==> src/rtl/isa_video_regs_pkg.sv <==
// Shared constants for the ISA video register front end: I/O offsets,
// status byte layout and the memory wait-state FSM encoding.
package isa_video_regs_pkg;

  localparam logic [3:0] OFS_CONTROL = 4'h8;
  localparam logic [3:0] OFS_COLOR   = 4'h9;
  localparam logic [3:0] OFS_INDEX   = 4'hA;
  localparam logic [3:0] OFS_DATA    = 4'hE;

  // Tandy indexed register holding the border colour
  localparam logic [3:0] IDX_BORDER  = 4'h2;

  localparam logic [3:0] STATUS_HI   = 4'hF;
  localparam logic [1:0] STATUS_MID  = 2'b10;

  typedef enum logic [1:0] {
    WS_IDLE,
    WS_W1,
    WS_W2,
    WS_DONE
  } wait_state_e;

  function automatic logic [7:0] status_byte(input logic vsync_l, input logic display_enable);
    return {STATUS_HI, vsync_l, STATUS_MID, ~display_enable};
  endfunction

endpackage

==> src/rtl/isa_video_regs_if.sv <==
// ISA bus signal bundle seen by the video register block; the adapter is
// the slave, the bus (or a bench) is the master.
interface isa_video_regs_if #(
  parameter int ADDR_W = 15
);
  logic [ADDR_W-1:0] bus_a;
  logic              bus_ior_l;
  logic              bus_iow_l;
  logic              bus_memr_l;
  logic              bus_memw_l;
  logic              bus_mem_cs;
  logic              bus_aen;
  logic [7:0]        bus_d;
  logic [7:0]        bus_out;
  logic              bus_dir;
  logic              bus_rdy;

  modport master (
    output bus_a, bus_ior_l, bus_iow_l, bus_memr_l, bus_memw_l, bus_mem_cs, bus_aen, bus_d,
    input  bus_out, bus_dir, bus_rdy
  );

  modport slave (
    input  bus_a, bus_ior_l, bus_iow_l, bus_memr_l, bus_memw_l, bus_mem_cs, bus_aen, bus_d,
    output bus_out, bus_dir, bus_rdy
  );
endinterface

==> src/rtl/isa_wait_gen.sv <==
// Memory wait-state generator: holds bus_rdy low from a framebuffer access
// until the pixel sequencer reaches WAIT_END, or a timeout expires.
`ifdef ISA_WAIT_STATE_EN
module isa_wait_gen
  import isa_video_regs_pkg::*;
#(
  parameter logic [4:0] WAIT_START = 5'd17,
  parameter logic [4:0] WAIT_END   = 5'd20,
  parameter logic [5:0] WAIT_MAX   = 6'd40
) (
  input  logic       clk,
  input  logic       reset,
  input  logic       memsel,
  input  logic [4:0] clk_seq,
  output logic       bus_rdy
);

  wait_state_e state_reg, state_next;
  logic [5:0]  tmo_reg, tmo_next;
  logic        tmo_hit;

  assign tmo_hit = (tmo_reg == WAIT_MAX - 6'd1);

  always_ff @(posedge clk) begin
    if (reset) begin
      state_reg <= WS_IDLE;
      tmo_reg   <= 6'd0;
    end else begin
      state_reg <= state_next;
      tmo_reg   <= tmo_next;
    end
  end

  always_comb begin
    state_next = state_reg;
    tmo_next   = tmo_reg;
    bus_rdy    = 1'b1;
    case (state_reg)
      WS_IDLE: begin
        tmo_next = 6'd0;
        if (memsel) state_next = WS_W1;
      end
      WS_W1: begin
        bus_rdy  = 1'b0;
        tmo_next = tmo_reg + 6'd1;
        if (!memsel)                     state_next = WS_IDLE;
        else if (tmo_hit)                state_next = WS_DONE;
        else if (clk_seq == WAIT_START)  state_next = WS_W2;
      end
      WS_W2: begin
        bus_rdy  = 1'b0;
        tmo_next = tmo_reg + 6'd1;
        if (!memsel)                               state_next = WS_IDLE;
        else if (tmo_hit || clk_seq == WAIT_END)   state_next = WS_DONE;
      end
      WS_DONE: begin
        // Stay released until the CPU finishes the access
        if (!memsel) state_next = WS_IDLE;
      end
      default: state_next = WS_IDLE;
    endcase
  end

endmodule
`endif

==> src/rtl/isa_video_regs.sv <==
// ISA register front end for CGA/Tandy-class video: I/O decode, mode/colour/
// indexed registers, palette port, read-back mux and blink clock.
// Memory wait states are built only when ISA_WAIT_STATE_EN is defined.
module isa_video_regs
  import isa_video_regs_pkg::*;
#(
  parameter logic [15:0] IO_BASE_ADDR = 16'h3D0,
  parameter int          ADDR_W       = 15,
  parameter int          PAL_ENTRIES  = 16,
  parameter int          PAL_W        = 4,
  parameter logic [7:0]  CTRL_RESET   = 8'h29,
  parameter logic [23:0] BLINK_MAX    = 24'd0,
  parameter logic [4:0]  WAIT_START   = 5'd17,
  parameter logic [4:0]  WAIT_END     = 5'd20,
  parameter logic [5:0]  WAIT_MAX     = 6'd40
) (
  input  logic                           clk,
  input  logic                           reset,
  isa_video_regs_if.slave                bus,
  input  logic [4:0]                     clk_seq,
  input  logic                           vsync_l,
  input  logic                           display_enable,
  output logic                           crtc_cs,
  input  logic [7:0]                     crtc_rd_data,
  output logic                           crtc_write,
  output logic                           crtc_read,
  output logic [7:0]                     control_reg,
  output logic [7:0]                     color_reg,
  output logic                           pal_we,
  output logic [$clog2(PAL_ENTRIES)-1:0] pal_idx,
  output logic [PAL_W-1:0]               pal_data,
  output logic [PAL_W-1:0]               border_col,
  input  logic                           blink_hold,
  output logic                           blink
);

  localparam int                PIDX_W = $clog2(PAL_ENTRIES);
  localparam logic [ADDR_W-1:0] BASE   = IO_BASE_ADDR[ADDR_W-1:0];

  logic [3:0] offset;
  logic       io_hit, status_hit;

  assign offset     = bus.bus_a[3:0];
  assign io_hit     = (bus.bus_a[ADDR_W-1:4] == BASE[ADDR_W-1:4]) & ~bus.bus_aen;
  assign crtc_cs    = (bus.bus_a[ADDR_W-1:3] == BASE[ADDR_W-1:3]) & ~bus.bus_aen;
  assign status_hit = io_hit & (offset == OFS_INDEX);

  // Read path works from the raw strobe so data is on the bus for the whole cycle
  always_comb begin
    bus.bus_out = 8'h00;
    if (status_hit)
      bus.bus_out = status_byte(vsync_l, display_enable);
    else if (crtc_cs & bus.bus_a[0])
      bus.bus_out = crtc_rd_data;
  end

  assign bus.bus_dir = (crtc_cs | status_hit) & ~bus.bus_ior_l;

  // Index 0 = ior, 1 = iow; third stage only feeds the falling-edge detector
  logic [1:0] strobe_raw, strobe_s2, strobe_s3;
  assign strobe_raw = {bus.bus_iow_l, bus.bus_ior_l};

  genvar gi;
  generate
    for (gi = 0; gi < 2; gi++) begin : g_sync
      logic [2:0] chain_reg;
      always_ff @(posedge clk) begin
        if (reset) chain_reg <= 3'b111;
        else       chain_reg <= {chain_reg[1:0], strobe_raw[gi]};
      end
      assign strobe_s2[gi] = chain_reg[1];
      assign strobe_s3[gi] = chain_reg[2];
    end
  endgenerate

  logic write_evt;
  assign write_evt = ~strobe_s2[1] & strobe_s3[1];
  assign crtc_read = ~strobe_s2[0];

  logic [4:0] idx_reg;

  always_ff @(posedge clk) begin
    if (reset) begin
      control_reg <= CTRL_RESET;
      color_reg   <= 8'h00;
      idx_reg     <= 5'd0;
      border_col  <= '0;
      pal_we      <= 1'b0;
      pal_idx     <= '0;
      pal_data    <= '0;
      crtc_write  <= 1'b0;
    end else begin
      crtc_write <= 1'b0;
      pal_we     <= 1'b0;
      if (write_evt) begin
        if (crtc_cs) crtc_write <= 1'b1;
        if (io_hit) begin
          case (offset)
            OFS_CONTROL: control_reg <= bus.bus_d;
            OFS_COLOR:   color_reg   <= bus.bus_d;
            OFS_INDEX:   idx_reg     <= bus.bus_d[4:0];
            OFS_DATA: begin
              if (idx_reg[4]) begin
                pal_we   <= 1'b1;
                pal_idx  <= idx_reg[PIDX_W-1:0];
                pal_data <= bus.bus_d[PAL_W-1:0];
              end else if (idx_reg[3:0] == IDX_BORDER) begin
                border_col <= bus.bus_d[PAL_W-1:0];
              end
            end
            default: ;
          endcase
        end
      end
    end
  end

  logic [23:0] blink_cnt_reg;

  always_ff @(posedge clk) begin
    if (reset) begin
      blink_cnt_reg <= 24'd0;
      blink         <= 1'b0;
    end else if (!blink_hold) begin
      if (blink_cnt_reg == BLINK_MAX) begin
        blink_cnt_reg <= 24'd0;
        blink         <= ~blink;
      end else begin
        blink_cnt_reg <= blink_cnt_reg + 24'd1;
      end
    end
  end

  logic sync_unused;
  assign sync_unused = strobe_s3[0];

`ifdef ISA_WAIT_STATE_EN
  logic memsel;
  assign memsel = bus.bus_mem_cs & ~bus.bus_aen & (~bus.bus_memr_l | ~bus.bus_memw_l);

  isa_wait_gen #(
    .WAIT_START (WAIT_START),
    .WAIT_END   (WAIT_END),
    .WAIT_MAX   (WAIT_MAX)
  ) u_wait_gen (
    .clk     (clk),
    .reset   (reset),
    .memsel  (memsel),
    .clk_seq (clk_seq),
    .bus_rdy (bus.bus_rdy)
  );
`else
  assign bus.bus_rdy = 1'b1;

  logic wait_unused;
  assign wait_unused = ^{clk_seq, bus.bus_memr_l, bus.bus_memw_l, bus.bus_mem_cs};
`endif

endmodule

==> src/flat_wrapper.sv <==
// flat-port wrapper written by rule: the top's interface ports become plain ports
module isa_video_regs_flat import isa_video_regs_pkg::*;
#(
  parameter logic [15:0] IO_BASE_ADDR = 16'h3D0,
  parameter int          ADDR_W       = 15,
  parameter int          PAL_ENTRIES  = 16,
  parameter int          PAL_W        = 4,
  parameter logic [7:0]  CTRL_RESET   = 8'h29,
  parameter logic [23:0] BLINK_MAX    = 24'd0,
  parameter logic [4:0]  WAIT_START   = 5'd17,
  parameter logic [4:0]  WAIT_END     = 5'd20,
  parameter logic [5:0]  WAIT_MAX     = 6'd40
)
  (clk, reset, clk_seq, vsync_l, display_enable, crtc_cs, crtc_rd_data, crtc_write, crtc_read, control_reg, color_reg, pal_we, pal_idx, pal_data, border_col, blink_hold, blink, bus_bus_a, bus_bus_ior_l, bus_bus_iow_l, bus_bus_memr_l, bus_bus_memw_l, bus_bus_mem_cs, bus_bus_aen, bus_bus_d, bus_bus_out, bus_bus_dir, bus_bus_rdy);
  isa_video_regs_if #(.ADDR_W(ADDR_W)) bus_i ();
  input  logic clk;
  input  logic reset;
  input  logic [4:0] clk_seq;
  input  logic vsync_l;
  input  logic display_enable;
  output logic crtc_cs;
  input  logic [7:0] crtc_rd_data;
  output logic crtc_write;
  output logic crtc_read;
  output logic [7:0] control_reg;
  output logic [7:0] color_reg;
  output logic pal_we;
  output logic [$clog2(PAL_ENTRIES)-1:0] pal_idx;
  output logic [PAL_W-1:0] pal_data;
  output logic [PAL_W-1:0] border_col;
  input  logic blink_hold;
  output logic blink;
  input wire logic [$bits(bus_i.bus_a)-1:0] bus_bus_a;
  input wire logic [$bits(bus_i.bus_ior_l)-1:0] bus_bus_ior_l;
  input wire logic [$bits(bus_i.bus_iow_l)-1:0] bus_bus_iow_l;
  input wire logic [$bits(bus_i.bus_memr_l)-1:0] bus_bus_memr_l;
  input wire logic [$bits(bus_i.bus_memw_l)-1:0] bus_bus_memw_l;
  input wire logic [$bits(bus_i.bus_mem_cs)-1:0] bus_bus_mem_cs;
  input wire logic [$bits(bus_i.bus_aen)-1:0] bus_bus_aen;
  input wire logic [$bits(bus_i.bus_d)-1:0] bus_bus_d;
  output wire logic [$bits(bus_i.bus_out)-1:0] bus_bus_out;
  output wire logic [$bits(bus_i.bus_dir)-1:0] bus_bus_dir;
  output wire logic [$bits(bus_i.bus_rdy)-1:0] bus_bus_rdy;
  assign bus_i.bus_a = bus_bus_a;
  assign bus_i.bus_ior_l = bus_bus_ior_l;
  assign bus_i.bus_iow_l = bus_bus_iow_l;
  assign bus_i.bus_memr_l = bus_bus_memr_l;
  assign bus_i.bus_memw_l = bus_bus_memw_l;
  assign bus_i.bus_mem_cs = bus_bus_mem_cs;
  assign bus_i.bus_aen = bus_bus_aen;
  assign bus_i.bus_d = bus_bus_d;
  assign bus_bus_out = bus_i.bus_out;
  assign bus_bus_dir = bus_i.bus_dir;
  assign bus_bus_rdy = bus_i.bus_rdy;
  isa_video_regs #(.IO_BASE_ADDR(IO_BASE_ADDR), .ADDR_W(ADDR_W), .PAL_ENTRIES(PAL_ENTRIES), .PAL_W(PAL_W), .CTRL_RESET(CTRL_RESET), .BLINK_MAX(BLINK_MAX), .WAIT_START(WAIT_START), .WAIT_END(WAIT_END), .WAIT_MAX(WAIT_MAX)) u_core (.clk(clk), .reset(reset), .bus(bus_i), .clk_seq(clk_seq), .vsync_l(vsync_l), .display_enable(display_enable), .crtc_cs(crtc_cs), .crtc_rd_data(crtc_rd_data), .crtc_write(crtc_write), .crtc_read(crtc_read), .control_reg(control_reg), .color_reg(color_reg), .pal_we(pal_we), .pal_idx(pal_idx), .pal_data(pal_data), .border_col(border_col), .blink_hold(blink_hold), .blink(blink));
endmodule
==> config.mk <==
export PLATFORM = sky130hd
export DESIGN_NAME = isa_video_regs_flat
export DESIGN_NICKNAME = d
export VERILOG_FILES = /design/src/rtl/isa_video_regs_pkg.sv /design/src/rtl/isa_video_regs_if.sv /design/src/rtl/isa_wait_gen.sv /design/src/rtl/isa_video_regs.sv /design/src/flat_wrapper.sv
export SDC_FILE = /design/constraint.sdc
export NUM_CORES = 1
export LEC_CHECK = 0
export BUFFER_PORTS_ARGS = -buffer_cell sky130_fd_sc_hd__buf_4
export CORE_MARGIN = 5
export CORE_UTILIZATION = 51
export DETAILED_ROUTE_END_ITERATION = 8
export PLACE_DENSITY = 0.79
export SYNTH_ARGS = -nofsm -noshare
export SYNTH_HDL_FRONTEND = slang
export SYNTH_SLANG_ARGS = --single-unit
==> constraint.sdc <==
create_clock -name clk -period 3 [get_ports clk]
set_clock_uncertainty 0.1 [all_clocks]
set_input_delay 0.6 -clock clk [delete_from_list [all_inputs] [get_ports clk]]
set_output_delay 0.6 -clock clk [all_outputs]
set_load 0.005 [all_outputs]
After elaboration in Yosys (flattened, before gate mapping)
Cells that the tools add are included.
- eq/ne operators: 7
- multiplexer cells: 5
- reduce and logical (&&, ||, !) cells: 9
- add/sub/neg operators: 1
- bitwise operators: 18
- operators by type and width (cell ; number):
    $add 24x1->24 const B ; 1
    $logic_not 24->1 ; 1
    $mux 24 ; 1
    $eq 4x4->1 const B ; 4
    $mux 8 ; 2
    $eq 12x7->1 const B ; 1
    $eq 11x6->1 const B ; 1
    $not 1->1 ; 11
    $reduce_and 3->1 ; 3
    $and 1x1->1 ; 6
    $reduce_and 5->1 ; 1
    $eq 4x2->1 const B ; 1
    $reduce_and 4->1 ; 1
    $reduce_or 4->1 ; 1
    $mux 1 ; 2
    $reduce_and 2->1 ; 1
    $reduce_or 2->1 ; 1
    $or 1x1->1 ; 1
- register bits after elaboration: 65
- word-level logic and storage cells: 52
- output and inout bits: 43
- bits of input ports: 47

Logic depth before layout (Yosys ltp)
- depth after elaboration: 5
- gate-level depth with buffers: 7

Least setup slack after synthesis
OpenSTA, ideal clock, no wires.
- path type: input to output
- from: in bus_bus_a[14]
- to: out bus_bus_out[3]
- data arrival time: 2.052 ns
- path slack: 0.248 ns
- required time: 2.300 ns
- stages: 5
- path buffers: 1
- cell sequence: or4b_1 > nor4_2 > and2_1 > buf_2 > a22o_1
- longest elaborated chain between the ends: 5
- elaborated cells between the ends (all ways): 8
- classes of those cells: 2 x eq/ne; 2 x mux; 4 x bitwise
- RTL lines (what ; line ; text):
    from (decl) ; flat_wrapper.sv:33 ; input wire logic [$bits(bus_i.bus_a)-1:0] bus_bus_a;
    $eq 12x7->1 ; isa_video_regs.sv:45 ; assign crtc_cs = (bus.bus_a[ADDR_W-1:3] == BASE[ADDR_W-1:3]) & ~bus.bus_aen;
    $and 1x1->1 ; isa_video_regs.sv:45 ;
    net crtc_cs ; flat_wrapper.sv:21 ; output logic crtc_cs;
    $and 1x1->1 ; isa_video_regs.sv:53 ; else if (crtc_cs & bus.bus_a[0])
    $mux 8 ; isa_video_regs.sv:53 ;
    $mux 8 ; isa_video_regs.sv:51 ; if (status_hit)
    to (decl) ; flat_wrapper.sv:41 ; output wire logic [$bits(bus_i.bus_out)-1:0] bus_bus_out;
The timed path passes the listed nets, and every way through them passes these cells.

Worst setup path after layout
- from: in bus_bus_a[14]
- to: out bus_bus_out[0]
- longest elaborated chain between the ends: 5
- elaborated cells between the ends (all ways): 8
- classes of those cells: 2 x eq/ne; 2 x mux; 4 x bitwise
- RTL lines (what ; line):
    $eq 12x7->1 ; isa_video_regs.sv:45
    $and 1x1->1 ; isa_video_regs.sv:45
    $and 1x1->1 ; isa_video_regs.sv:53
    $mux 8 ; isa_video_regs.sv:53
    $mux 8 * ; isa_video_regs.sv:51
Mark *: on every way between the ends. The rest lies on a longest branch, timed or not.

==> qor.txt <==
CTS clk-pin slew, worst paths -> 0.07 ns
Critical Path Start Type -> input port
Worst slew margin -> 0.564
sequential power share -> 0.543
Clock power frac -> 0.392
setup TNS -> 0 ns
number of flops mapped to enable cells by yosys -> 0
total net switching power -> 392 µW
Mapped Area -> 2950 µm²
Die ar. -> 7410 µm²
# IOs -> 90
Synth Net Count -> 396
Comb power frac -> 0.064
Min-Delay Path Class -> reg2reg
row cnt -> 27
die span in x -> 86.1 µm
Final ANT Viol Nets -> 0
Data required, critical path -> 2.30 ns
Routed WL -> 7890 µm
root buf cell -> clkbuf_8
number of distinct library cells after synthesis -> 44
Crit Path Category -> in2out
most frequent cells in the layout -> buf_4 (89), dfxtp_1 (65), a21oi_1 (41), o21ai_0 (29), nor2_1 (28)
Net count, final -> 474
share of the yosys chip area belonging to registers -> 0.441
Setup crit end -> bus_bus_out[0]
Met2 Wirelength -> 3810 µm
initial antenna violation count -> 0
Syn. warnings -> 0
R2R setup slack -> 0.75 ns
Antenna diodes -> 0
Fmax -> 341 MHz
Tmin final -> 2.93 ns
DR vias -> 2,954
hold buffer count at CTS -> 0
Post-DP HPWL -> 5750 µm
Critical Path Fanout Max -> 4
RSZ-0062 raised after global routing -> no
Most used DFF post-synth -> dfxtp_1
Max Cap Viol -> 0
CTS tree -> done
first-pass GRT wire length -> 12,800 µm
crit path DAT -> 2.23 ns
sw frac -> 0.244
commonest non-fill, non-tap cell in the layout -> buf_4
Iteration-0 DRC Markers -> 252
vias in the first global route -> 2,741
largest net degree at the start of global routing -> 47
internal power -> 1210 µW
worst skew pair latency -> 0.34 ns
power density over cell area -> 424 nW/µm²
Avg Inst Size Synth -> 8.51 µm²
die height -> 86.1 µm
CP startpoint -> bus_bus_a[14]
# H-tree levels -> 3
ratio of cells with drive above 1 in the final layout -> 0.274
final setup vio count -> 0
peak supply drop -> 0.297 mV
reg2reg path depth -> 4
leak pwr -> 0.00141 µW
metal1 wirelength -> 3180 µm
drt wl/cell -> 15.7 µm
GRT Total Usage -> 0.216
effective utilization at floorplan -> 0.530
Vias per Instance -> 5.88
Synth Instances -> 347
met3 WL -> 674 µm
final worst path period share -> 0.978
Clock Sinks -> 65
Slew Limit Fails -> 0
count of input and output buffers -> 80
max reg flops -> 24
register bit count reported by yosys -> 65
GRT overflow -> 0
async set-or-reset flop fraction in the synthesized netlist -> 0
FF-to-FF Start -> u_core.blink_cnt_reg[6]$_SDFFE_PP0N_
multi-input logic area -> 1530 µm²
# fillers -> 509
CTS Buf Count -> 9
Worst-Margin Slew -> 0.645 ns
highest routed layer -> met4
Longest Clk Path Bufs -> 2
Layout area overhead -> 28.1%
core area -> 5570 µm²
Crit. End Element -> output port
detailed-route DRC error count -> 0
status -> finished clean
Register Area -> 1300 µm²
first drt pass iteration count -> 5
GPL Wtd Cong -> 0.854
Final Hold Fails -> 0
r2r endpoint -> u_core.blink_cnt_reg[21]$_SDFFE_PP0N_
Total Power -> 1600 µW
## per-stage QoR
step           setup slack [ns]  cell area, µm²   util  hold WS, ns  cells
3_5_place_dp             0.0580            3610  0.648        0.297    486
6_report                 0.0652            3780  0.678        0.311    502
5_1_grt                 0.00936            3780  0.678        0.323    502
2_1_floorplan             0.248            2950      -        0.289    347
3_3_place_gp             0.0520            3610  0.648        0.293    486
4_1_cts                  0.0423            3780  0.678        0.313    502
## layer usage
layer,GRT usage,up-vias
met4,0.109,0
met5,0,-
met2,0.356,123
met3,0.0519,23
li1,-,1443
met1,0.259,1365
## worst min-delay path by stage
stage	slack [ns]	cells after the start	start	endpoint
after floorplan	0.29	1	u_core.g_sync[0].chain_reg[0]$_SDFF_PP1_	u_core.g_sync[0].chain_reg[1]$_SDFF_PP1_
after global placement	0.29	1	u_core.g_sync[0].chain_reg[0]$_SDFF_PP1_	u_core.g_sync[0].chain_reg[1]$_SDFF_PP1_
after detailed placement	0.30	1	u_core.g_sync[1].chain_reg[0]$_SDFF_PP1_	u_core.g_sync[1].chain_reg[1]$_SDFF_PP1_
after CTS	0.31	1	u_core.g_sync[1].chain_reg[0]$_SDFF_PP1_	u_core.g_sync[1].chain_reg[1]$_SDFF_PP1_
after global routing	0.32	2	bus_bus_iow_l	u_core.g_sync[1].chain_reg[0]$_SDFF_PP1_
final	0.31	1	u_core.g_sync[1].chain_reg[0]$_SDFF_PP1_	u_core.g_sync[1].chain_reg[1]$_SDFF_PP1_
## synth_stat cells (2+ instances only)
cell type  count  area share
nor2_1        28       0.036
or3b_2         2      0.0059
nand4b_1       6       0.018
or2_2          5       0.011
clkbuf_1      14       0.018
nand4_1       26       0.055
o31ai_1        3      0.0076
and3_1         5       0.011
nor4_2         2      0.0085
nor3_1         4      0.0068
nor4_1        11       0.023
o21ai_0       29       0.049
o21ai_1        9       0.015
or4_1          8       0.020
nor2b_1        2      0.0042
nor4b_1        2      0.0059
or3_1          6       0.013
nand3_1       10       0.017
a21oi_1       41       0.070
inv_1          7      0.0089
nand3b_1       2      0.0051
xnor2_1       12       0.036
dfxtp_1       65        0.44
ha_1           2      0.0085
buf_2          7       0.012
nand2_1       12       0.015
nand4bb_1      2      0.0076
or4b_2         2      0.0068
mux2i_1        4       0.014
a21o_1         5       0.013
## cell families after synthesis
logic type / share of synthesized area
other: 0.00127
buffers and inverters: 0.0411
AOI/OAI and AO/OA: 0.163
and+or+nand+nor: 0.293
DFF: 0.441
adders and majority gates: 0.00848
xor gates and xnor gates: 0.0386
muxes: 0.0136
## critical path, cell delays in order
cell and delay (ns):
buf_4 0.11, or4b_1 0.61, or4_1 0.59, o2bb2ai_1 0.18, buf_4 0.13
## power groups by stage
stage / Sequential, µW / Combinational (µW) / Clock, µW
floorplan: 891 / 41.7 / 0
global placement: 891 / 101 / 0
detailed placement: 891 / 102 / 0
CTS: 872 / 103 / 640
global route: 872 / 112 / 685
finish: 872 / 103 / 630
## cell type report
cell class | count | area share
clock buffers | 10 | 0.0338
clock inverters | 6 | 0.00927
inverters | 7 | 0.00695
multi-input cells | 253 | 0.405
flip-flops and latches | 65 | 0.344
well taps | 72 | 0.0238
repair buffers | 89 | 0.177
## repair_timing
item	CTS	global route
gates resized for setup	0	2
buffers inserted	0	0
endpoints found under the hold margin	0	0
endpoints found under the setup margin	0	7
(Power assumes the default switching activity.)
